File: src/rtl/dmem_port_arbiter_if.sv
// ---------------------------------------------------------------------------
// dmem_port_arbiter_if
// Request/acknowledge bus used by the auxiliary data-memory master (loader,
// debug unit or DMA) to reach the shared data memory through the arbiter.
//
// Signals:
//   b_req    master -> arbiter  request, held high until b_ack
//   b_we     master -> arbiter  1 = write, 0 = read; stable while b_req high
//   b_addr   master -> arbiter  access address; stable while b_req high
//   b_wdata  master -> arbiter  write data; stable while b_req high
//   b_ack    arbiter -> master  one-cycle pulse, access completed
//   b_rdata  arbiter -> master  read data, valid with b_ack, held until next ack
//
// Modports: master (the auxiliary agent), slave (the arbiter).
// ---------------------------------------------------------------------------
interface dmem_port_arbiter_if #(
  parameter int ADDR_W = 32,
  parameter int DATA_W = 32
);
  logic              b_req;
  logic              b_we;
  logic [ADDR_W-1:0] b_addr;
  logic [DATA_W-1:0] b_wdata;
  logic              b_ack;
  logic [DATA_W-1:0] b_rdata;

  modport master (
    output b_req, b_we, b_addr, b_wdata,
    input  b_ack, b_rdata
  );

  modport slave (
    input  b_req, b_we, b_addr, b_wdata,
    output b_ack, b_rdata
  );
endinterface

File: src/rtl/dmem_port_arbiter.sv
// ---------------------------------------------------------------------------
// dmem_port_arbiter
// Shares the single-port data memory between the pipeline MEM stage (port C,
// normally highest priority) and an auxiliary bus master (port B). B is only
// allowed to take the memory away from an active C access after it has been
// waiting MAX_WAIT cycles; in that cycle the pipeline is stalled.
//
// Parameters:
//   ADDR_W    address width (both ports and memory side)
//   DATA_W    data width
//   MAX_WAIT  cycles B may wait behind a busy C before it is forced through
//             (0 = B always wins)
//   STAT_W    width of the statistics counters
//
// Ports:
//   clk, reset             clock, asynchronous active-low reset
//   bPort (slave modport)  B req/ack bus
//   c_MemRead, c_MemWr     MEM-stage read/write enables
//   c_addr, c_wdata        MEM-stage address / store data
//   c_rdata                MEM-stage read data (pass-through of m_rdata)
//   c_stall                1 = C access not performed this cycle
//   m_MemRead, m_MemWr     data-memory enables
//   m_addr, m_wdata        data-memory address / write data
//   m_rdata                data-memory read data (combinational read)
//   stat_b_cnt             number of B grants (statistics build only)
//   stat_stall             number of C stall cycles (statistics build only)
//
// Configuration macro: DMEM_ARB_STATS_EN enables the saturating statistics
// counters; without it both statistics outputs are tied to zero.
// ---------------------------------------------------------------------------
module dmem_port_arbiter #(
  parameter int ADDR_W   = 32,
  parameter int DATA_W   = 32,
  parameter int MAX_WAIT = 4,
  parameter int STAT_W   = 16
) (
  input  logic              clk,
  input  logic              reset,
  dmem_port_arbiter_if.slave bPort,
  input  logic              c_MemRead,
  input  logic              c_MemWr,
  input  logic [ADDR_W-1:0] c_addr,
  input  logic [DATA_W-1:0] c_wdata,
  output logic [DATA_W-1:0] c_rdata,
  output logic              c_stall,
  output logic              m_MemRead,
  output logic              m_MemWr,
  output logic [ADDR_W-1:0] m_addr,
  output logic [DATA_W-1:0] m_wdata,
  input  logic [DATA_W-1:0] m_rdata,
  output logic [STAT_W-1:0] stat_b_cnt,
  output logic [STAT_W-1:0] stat_stall
);

  localparam int WCNT_W = (MAX_WAIT < 1) ? 1 : $clog2(MAX_WAIT + 1);
  localparam logic [WCNT_W-1:0] MAX_CNT = WCNT_W'(MAX_WAIT);

  typedef enum logic [1:0] {
    S_IDLE,
    S_WAIT,
    S_ACK
  } state_t;

  state_t            state_q;
  logic [WCNT_W-1:0] wait_cnt_q;
  logic [WCNT_W-1:0] wait_cnt_inc;
  logic              b_ack_q;
  logic [DATA_W-1:0] b_rdata_q;

  logic c_act;
  logic grant_b;

  assign c_act = c_MemRead | c_MemWr;

  // B is granted whenever C leaves the memory free, or when B's wait has hit
  // the bound. The ACK cycle is a dead cycle so a held b_req cannot be
  // granted twice. Qualifying with reset keeps the memory quiet during reset.
  assign grant_b = reset && (state_q != S_ACK) && bPort.b_req &&
                   (!c_act || (wait_cnt_q == MAX_CNT));

  assign wait_cnt_inc = (wait_cnt_q == MAX_CNT) ? wait_cnt_q : wait_cnt_q + 1'b1;

  // Memory-side mux. When B wins, any C access (including a store) is simply
  // not issued and the stall makes the pipeline retry it next cycle.
  assign m_MemRead = reset && (grant_b ? !bPort.b_we : c_MemRead);
  assign m_MemWr   = reset && (grant_b ?  bPort.b_we : c_MemWr);
  assign m_addr    = grant_b ? bPort.b_addr  : c_addr;
  assign m_wdata   = grant_b ? bPort.b_wdata : c_wdata;
  assign c_stall   = grant_b && c_act;
  assign c_rdata   = m_rdata;

  assign bPort.b_ack   = b_ack_q;
  assign bPort.b_rdata = b_rdata_q;

  // Arbitration FSM. The wait counter already counts the first refused cycle
  // in IDLE, so a B request that arrives while C is busy is forced through
  // after exactly MAX_WAIT refused cycles (ack MAX_WAIT+1 cycles after req).
  // Dropping b_req while waiting abandons the request without an ack.
  always_ff @(posedge clk or negedge reset) begin
    if (!reset) begin
      state_q    <= S_IDLE;
      wait_cnt_q <= '0;
      b_ack_q    <= 1'b0;
      b_rdata_q  <= '0;
    end else begin
      b_ack_q <= grant_b;
      if (grant_b && !bPort.b_we) begin
        b_rdata_q <= m_rdata;
      end
      case (state_q)
        S_IDLE: begin
          if (grant_b) begin
            state_q    <= S_ACK;
            wait_cnt_q <= '0;
          end else if (bPort.b_req) begin
            state_q    <= S_WAIT;
            wait_cnt_q <= wait_cnt_inc;
          end
        end
        S_WAIT: begin
          if (grant_b) begin
            state_q    <= S_ACK;
            wait_cnt_q <= '0;
          end else if (!bPort.b_req) begin
            state_q    <= S_IDLE;
            wait_cnt_q <= '0;
          end else begin
            wait_cnt_q <= wait_cnt_inc;
          end
        end
        S_ACK: begin
          state_q    <= S_IDLE;
          wait_cnt_q <= '0;
        end
        default: begin
          state_q    <= S_IDLE;
          wait_cnt_q <= '0;
        end
      endcase
    end
  end

`ifdef DMEM_ARB_STATS_EN
  logic [STAT_W-1:0] stat_b_cnt_q;
  logic [STAT_W-1:0] stat_stall_q;

  // Saturating event counters; they only return to zero through reset.
  always_ff @(posedge clk or negedge reset) begin
    if (!reset) begin
      stat_b_cnt_q <= '0;
      stat_stall_q <= '0;
    end else begin
      if (grant_b && (stat_b_cnt_q != '1)) begin
        stat_b_cnt_q <= stat_b_cnt_q + 1'b1;
      end
      if (c_stall && (stat_stall_q != '1)) begin
        stat_stall_q <= stat_stall_q + 1'b1;
      end
    end
  end

  assign stat_b_cnt = stat_b_cnt_q;
  assign stat_stall = stat_stall_q;
`else
  assign stat_b_cnt = '0;
  assign stat_stall = '0;
`endif

endmodule
File: src/flat_wrapper.sv
// flat-port wrapper written by rule: the top's interface ports become plain ports
module dmem_port_arbiter_flat 
#(
  parameter int ADDR_W   = 32,
  parameter int DATA_W   = 32,
  parameter int MAX_WAIT = 4,
  parameter int STAT_W   = 16
)
  (clk, reset, c_MemRead, c_MemWr, c_addr, c_wdata, c_rdata, c_stall, m_MemRead, m_MemWr, m_addr, m_wdata, m_rdata, stat_b_cnt, stat_stall, bPort_b_req, bPort_b_we, bPort_b_addr, bPort_b_wdata, bPort_b_ack, bPort_b_rdata);
  dmem_port_arbiter_if #(.ADDR_W(ADDR_W), .DATA_W(DATA_W)) bPort_i ();
  input  logic clk;
  input  logic reset;
  input  logic c_MemRead;
  input  logic c_MemWr;
  input  logic [ADDR_W-1:0] c_addr;
  input  logic [DATA_W-1:0] c_wdata;
  output logic [DATA_W-1:0] c_rdata;
  output logic c_stall;
  output logic m_MemRead;
  output logic m_MemWr;
  output logic [ADDR_W-1:0] m_addr;
  output logic [DATA_W-1:0] m_wdata;
  input  logic [DATA_W-1:0] m_rdata;
  output logic [STAT_W-1:0] stat_b_cnt;
  output logic [STAT_W-1:0] stat_stall;
  input wire logic [$bits(bPort_i.b_req)-1:0] bPort_b_req;
  input wire logic [$bits(bPort_i.b_we)-1:0] bPort_b_we;
  input wire logic [$bits(bPort_i.b_addr)-1:0] bPort_b_addr;
  input wire logic [$bits(bPort_i.b_wdata)-1:0] bPort_b_wdata;
  output wire logic [$bits(bPort_i.b_ack)-1:0] bPort_b_ack;
  output wire logic [$bits(bPort_i.b_rdata)-1:0] bPort_b_rdata;
  assign bPort_i.b_req = bPort_b_req;
  assign bPort_i.b_we = bPort_b_we;
  assign bPort_i.b_addr = bPort_b_addr;
  assign bPort_i.b_wdata = bPort_b_wdata;
  assign bPort_b_ack = bPort_i.b_ack;
  assign bPort_b_rdata = bPort_i.b_rdata;
  dmem_port_arbiter #(.ADDR_W(ADDR_W), .DATA_W(DATA_W), .MAX_WAIT(MAX_WAIT), .STAT_W(STAT_W)) u_core (.clk(clk), .reset(reset), .bPort(bPort_i), .c_MemRead(c_MemRead), .c_MemWr(c_MemWr), .c_addr(c_addr), .c_wdata(c_wdata), .c_rdata(c_rdata), .c_stall(c_stall), .m_MemRead(m_MemRead), .m_MemWr(m_MemWr), .m_addr(m_addr), .m_wdata(m_wdata), .m_rdata(m_rdata), .stat_b_cnt(stat_b_cnt), .stat_stall(stat_stall));
endmodule
File: config.mk
export PLATFORM = sky130hd
export DESIGN_NAME = dmem_port_arbiter_flat
export DESIGN_NICKNAME = d
export VERILOG_FILES = /design/src/rtl/dmem_port_arbiter_if.sv /design/src/rtl/dmem_port_arbiter.sv /design/src/flat_wrapper.sv
export SDC_FILE = /design/constraint.sdc
export NUM_CORES = 1
export LEC_CHECK = 0
export CAP_MARGIN = 10
export CORE_AREA = 5 5 124 126
export CTS_CLUSTER_DIAMETER = 80
export DETAILED_ROUTE_END_ITERATION = 16
export DIE_AREA = 0 0 129 131
export HOLD_SLACK_MARGIN = 0.15
export PLACE_DENSITY_LB_ADDON = 0.1
export SETUP_SLACK_MARGIN = 0.2
export SYNTH_ARGS = -nofsm -noshare
export SYNTH_HDL_FRONTEND = slang
export SYNTH_SLANG_ARGS = --single-unit
File: constraint.sdc
create_clock -name clk -period 2.3 [get_ports clk]
set_clock_uncertainty 0.15 [all_clocks]
set_input_delay 0.23 -clock clk [delete_from_list [all_inputs] [get_ports clk]]
set_output_delay 0.23 -clock clk [all_outputs]
set_load 0.02 [all_outputs]
== After elaboration in Yosys (flattened, before gate mapping) ==
Index checks and enable logic that the tools add are counted.
Storage, ports and cells
  flip-flop bits (word level): 38
  latch bits: 0
  RAM bits: 0
  memory bits (read-only): 0
  input bits: 166
  output and inout port bits: 164
  logic and storage cells: 38
  memories: 0
Operators by class
  add/subtract/negate cells: 1
  $mul: 0
  div/mod/pow operators: 0
  order comparisons: 0
  equality and inequality tests: 5
  shifts and indexed selects: 0
  muxes and demuxes: 15
  bitwise logic cells: 1
  reductions and logical operators: 12
Operators with widths (number)
  two-way mux 32 bit: 2
  two-way mux 3 bit: 5
  two-way mux 2 bit: 4
  logical AND 1 bit: 7
  inequality test 3 x 2 -> 1 bit (second input constant): 2
  case mux 3 bit (2 select lines): 1
  case mux 2 bit (2 select lines): 1
  adder 3 x 1 -> 3 bit (second input constant): 1
  equality test 3 bit (second input constant): 1
  equality test 2 x 1 -> 1 bit (second input constant): 1
  zero test 1 bit: 2
  zero test 2 bit: 1
  two-way mux 1 bit: 2
  inequality test 2 bit (second input constant): 1
  AND reduction 2 bit: 1
  logical OR 1 bit: 1
  OR 1 bit: 1

== Logic depth before layout (Yosys ltp) ==
  depth in word-level cells: 6
  mapped depth: 7

== Worst setup path before layout ==
Ideal clock, no wire load.
  kind: reg-to-output
  from: reg u_core.wait_cnt_q[0]
  to: out m_MemWr
  arrival: 1822 ps
  data required time: 1920 ps
  slack: 98 ps
  cell stages (with the launch flop): 6
  buffers on the path: 0
  cell sequence: dfrtp_1 > inv_1 > ha_1 > a2bb2oi_4 > or4b_2 > a21oi_1
Between the ends
  cells in the longest elaborated chain, start to end: 5
RTL lines
  start, declared: RTL line dmem_port_arbiter.sv:65  | logic [WCNT_W-1:0] wait_cnt_q;
  start signal, assigned: RTL line dmem_port_arbiter.sv:117  | wait_cnt_q <= wait_cnt_inc;
  start signal, assigned: RTL line dmem_port_arbiter.sv:128  | wait_cnt_q <= wait_cnt_inc;
  equality test 3 bit: RTL line dmem_port_arbiter.sv:79  | (!c_act || (wait_cnt_q == MAX_CNT));
  logical OR 1 bit: RTL line dmem_port_arbiter.sv:79
  logical AND 1 bit: RTL line dmem_port_arbiter.sv:78  | assign grant_b = reset && (state_q != S_ACK) && bPort.b_req &&
  two-way mux 1 bit: RTL line dmem_port_arbiter.sv:86  | assign m_MemWr = reset && (grant_b ? bPort.b_we : c_MemWr);
  logical AND 1 bit: RTL line dmem_port_arbiter.sv:86
  end, declared: RTL line flat_wrapper.sv:20  | output logic m_MemWr;
No other way between the ends.

== Final worst setup path ==
  from: reg u_core.wait_cnt_q[0]
  to: out m_wdata[1]
Between the ends
  cells in the longest elaborated chain, start to end: 4
RTL lines
  equality test 3 bit: RTL line dmem_port_arbiter.sv:79
  logical OR 1 bit: RTL line dmem_port_arbiter.sv:79
  logical AND 1 bit: RTL line dmem_port_arbiter.sv:78
  two-way mux 32 bit: RTL line dmem_port_arbiter.sv:88  | assign m_wdata = grant_b ? bPort.b_wdata : c_wdata;
  end, declared: RTL line flat_wrapper.sv:22  | output logic [DATA_W-1:0] m_wdata;
No other way between the ends.

==> key figures <==
Critical path
  – Req. time, crit path: 1.92 ns
  – Worst Setup Path Type: reg -> out
  – CP endpoint kind: output pin
  – Max FO, Critical Path: 5
  – Worst path arrival time: 2.05 ns
  – Crit start category: register

Global routing
  – GRT Total Usage: 14.50%
  – Vias in the first global route: approximately 3.3k
  – First-pass GRT wire length: 19.05 mm
  – Initial antenna violation count: 0
  – Total gr overflow: 0
  – Largest net degree at the start of global routing: 39

Timing
  – Setup repair after global routing missed its margin: true
  – Final min period: 2.432 ns
  – Fmax: 0.4112 GHz
  – Final period utilization: 105.7%
  – Setup Viol. Count Final: between 60 and 70
  – Final setup margin: -0.1321 ns
  – Max-slew violations: 0
  – Final hold vios: 0
  – Fin Setup TNS: -4.861 ns

Clock tree
  – Worst skew pair latency: 0.27 ns
  – TritonCTS buffer count: 5
  – Num Clock Sinks: 38
  – H-tree levels: 2
  – Clock buffer depth: 2
  – Clock-pin slew on the worst setup and hold paths: about 0.060 ns
  – CTS tree: yes
  – Clock root buffer: clkbuf_16

Yosys
  – YS warnings: 0
  – Synth Flop Type: dfrtp_1
  – Synth Area in Simple Gates: 3.725%
  – Largest family of logic cells by synthesized area: multiplexers
  – Number of flops mapped to enable cells by yosys: 0
  – Yosys top cell by area: mux2_2
  – Cell variety after synth: 28
  – Ranking of synthesized cells by area: mux2_2 (37%), dfrtp_1 (33%), buf_4 (17%)
  – Compound-gate portion of the synthesized area: 3.725%
  – XOR/XNOR Fraction of Synth Area: 0%
  – Syn Std Cell Area: 2855 um2
  – Synthesized instance count: 242
  – Post-synth top area share: 37.07%
  – Asr flop ratio synth: 100.0%
  – Count leader, synth: mux2_2
  – Synth cell count leaders: mux2_2 (94), buf_4 (65), dfrtp_1 (38), buf_6 (6)
  – Post-Synth Adder-Cell Area: 0.8764%
  – Post-synthesis register bit count: 38
  – Multiplexer area fraction after synthesis: about 38%
  – Syn_area_per_cell: 11.80 um2
  – Sequential share of the synthesized area: between 30% and 40%

Placed design
  – Place WS: -0.5290 ns
  – DP HPWL: 10.30 mm
  – Buffers on Ports: 297
  – Placer Congestion: 0.7866

Route
  – WL final: 13.84 mm
  – Routed vias/inst: 4.037
  – WL/cell: 18.75 um
  – Met3 Wirelength: 1.221 mm
  – Initial DRC Count: 70
  – Met2 wire length: 7.235 mm
  – M1 wire length: 5.171 mm
  – Drc violations: 0
  – First-pass detailed-route iteration total: 4
  – Vias: a little under 3k
  – Antenna viol nets, final: 0
  – Top Metal Used: met4

Finish
  – Nets: 722
  – Share of post-route cells with drive strength above 1: between 40% and 50%
  – Area growth, synth to finish: 146.6%
  – N_diodes: 0

Pwr
  – Clk pwr share: 15.4%
  – Internal power: between 0.003 and 0.004 W
  – Worst vdd ir: 0.4535 mV
  – Power Density: 729.8 nW/um2
  – Combinational Power Share: 62.0%
  – Switch Pwr: 0.001733 W
  – Sequential power share: 22.6%
  – P_leak: 3.093 nW
  – Sw Ratio: 33.74%

Outcome
  – Violated checks: negative setup slack
  – Status: complete, but fails checks

Die
  – Site row count: 44
  – Die X: 129 um
  – Boundary Pins: 330
  – Core area: 14200 um2
  – Chip height: 131 um
  – Initial Utilization: approximately 20%
  – Die Area: 16900 um2

Min path
  – HP Class: reg -> reg

Run
  – Maxcap violations: 0
==> what timing repair did <==
item                                    CTS  global route
pin swaps                                 6             1
buffers inserted                         17             0
endpoints found under the setup margin   99            99
hold buffers                              2             0
endpoints found under the hold margin    38             0
cloned                                    9             1
gates resized for setup                 485            43
==> cells by family after synthesis <==
logic type,after synthesis
AOI/OAI and AO/OA,13
adders and majority gates,2
buffers and inverters,77
DFF,38
muxes,96
other,1
and+or+nand+nor,15
==> registers in the layout (all words and copies together) (netlist names) <==
name                  count
u_core.bPort.b_ack        1
u_core.bPort.b_rdata     32
u_core.state_q            2
u_core.wait_cnt_q         3
==> area by class of cell <==
type / count / area, um2
Fill cell: 1264 / 7163
Timing Repair Buffer: 348 / 3841
Multi-Input combinational cell: 158 / 1838
Sequential cell: 38 / 950.9
Tap cell: 184 / 230.2
Clock buffer: 6 / 138.9
Clock inverter: 1 / 30.03
Inverter: 3 / 11.26
==> routing by layer <==
| layer | vias up | global-route usage, % |
|---|---|---|
| met4 | 0 | 2.965 |
| li1 | 1381 | - |
| met2 | 162 | 26.34 |
| met3 | 12 | 4.268 |
| met1 | 1424 | 16.96 |
| met5 | - | 0 |
==> stage by stage <==
stage               cells  total power (W)  util (%)  hold slack (ns)  area, um2
floorplan             273         0.002423         -          -0.2156       2978
global placement      702         0.003770     41.09           0.2486       5837
detailed placement    702         0.003782     41.09           0.2536       5837
CTS                   737         0.005124     48.33           0.3637       6864
global route          738         0.005387     49.57           0.3723       7041
finish                738         0.005138     49.57           0.3609       7041
==> worst paths after layout <==
check	startpoint	to	slack [ns]	cells past startpoint
hold / removal	u_core.bPort.b_rdata[23]	u_core.bPort.b_rdata[23]	0.36	1
max in group asynchronous	reset	u_core.wait_cnt_q[1]	1.31	4
hold reg to reg	u_core.bPort.b_rdata[23]	u_core.bPort.b_rdata[23]	0.36	1
setup reg to reg	u_core.wait_cnt_q[0]	u_core.bPort.b_rdata[8]	0.13	11
min in group asynchronous	reset	u_core.bPort.b_rdata[15]	0.48	4
setup / recovery	u_core.wait_cnt_q[0]	m_wdata[1]	-0.13	10
==> cell usage in the layout (no fill, tap or decap), drive strengths merged <==
cell type and instances:
nand2 3, conb 32, o21a 1, nand2b 2, dfrtp 38, and2b 1
dlygate4sd3 1, or4b 1, a21oi 3, bufinv 1, and4b 1, buf 117
nor3 2, clkbuf 7, inv 3, o31ai 1, o211a 1, a221oi 1
o2111ai 1, nor2 3, nand3b 1, o21ai 3, o211ai 1, ha 2
clkdlybuf4s50 229, a2bb2oi 1, nor4 1, mux2 96
==> power groups by stage <==
stage	Combinational (W)	Clock (W)	Sequential, W
4_1_cts	0.00315	0.000814	0.00116
3_5_place_dp	0.00263	0	0.00115
2_1_floorplan	0.000915	0	0.00151
3_3_place_gp	0.00263	0	0.00114
5_1_grt	0.00334	0.000841	0.00121
6_report	0.00319	0.000789	0.00116
==> worst max-delay path, cell delays in order, from the launching register on <==
cell       delay (ns)
dfrtp_1          0.38
inv_2            0.08
ha_4             0.15
a2bb2oi_4        0.07
nor3_4           0.18
buf_4            0.15
buf_6            0.10
buf_16           0.12
buf_8            0.11
mux2_4           0.30
buf_6            0.13
(Power assumes the default switching activity.)
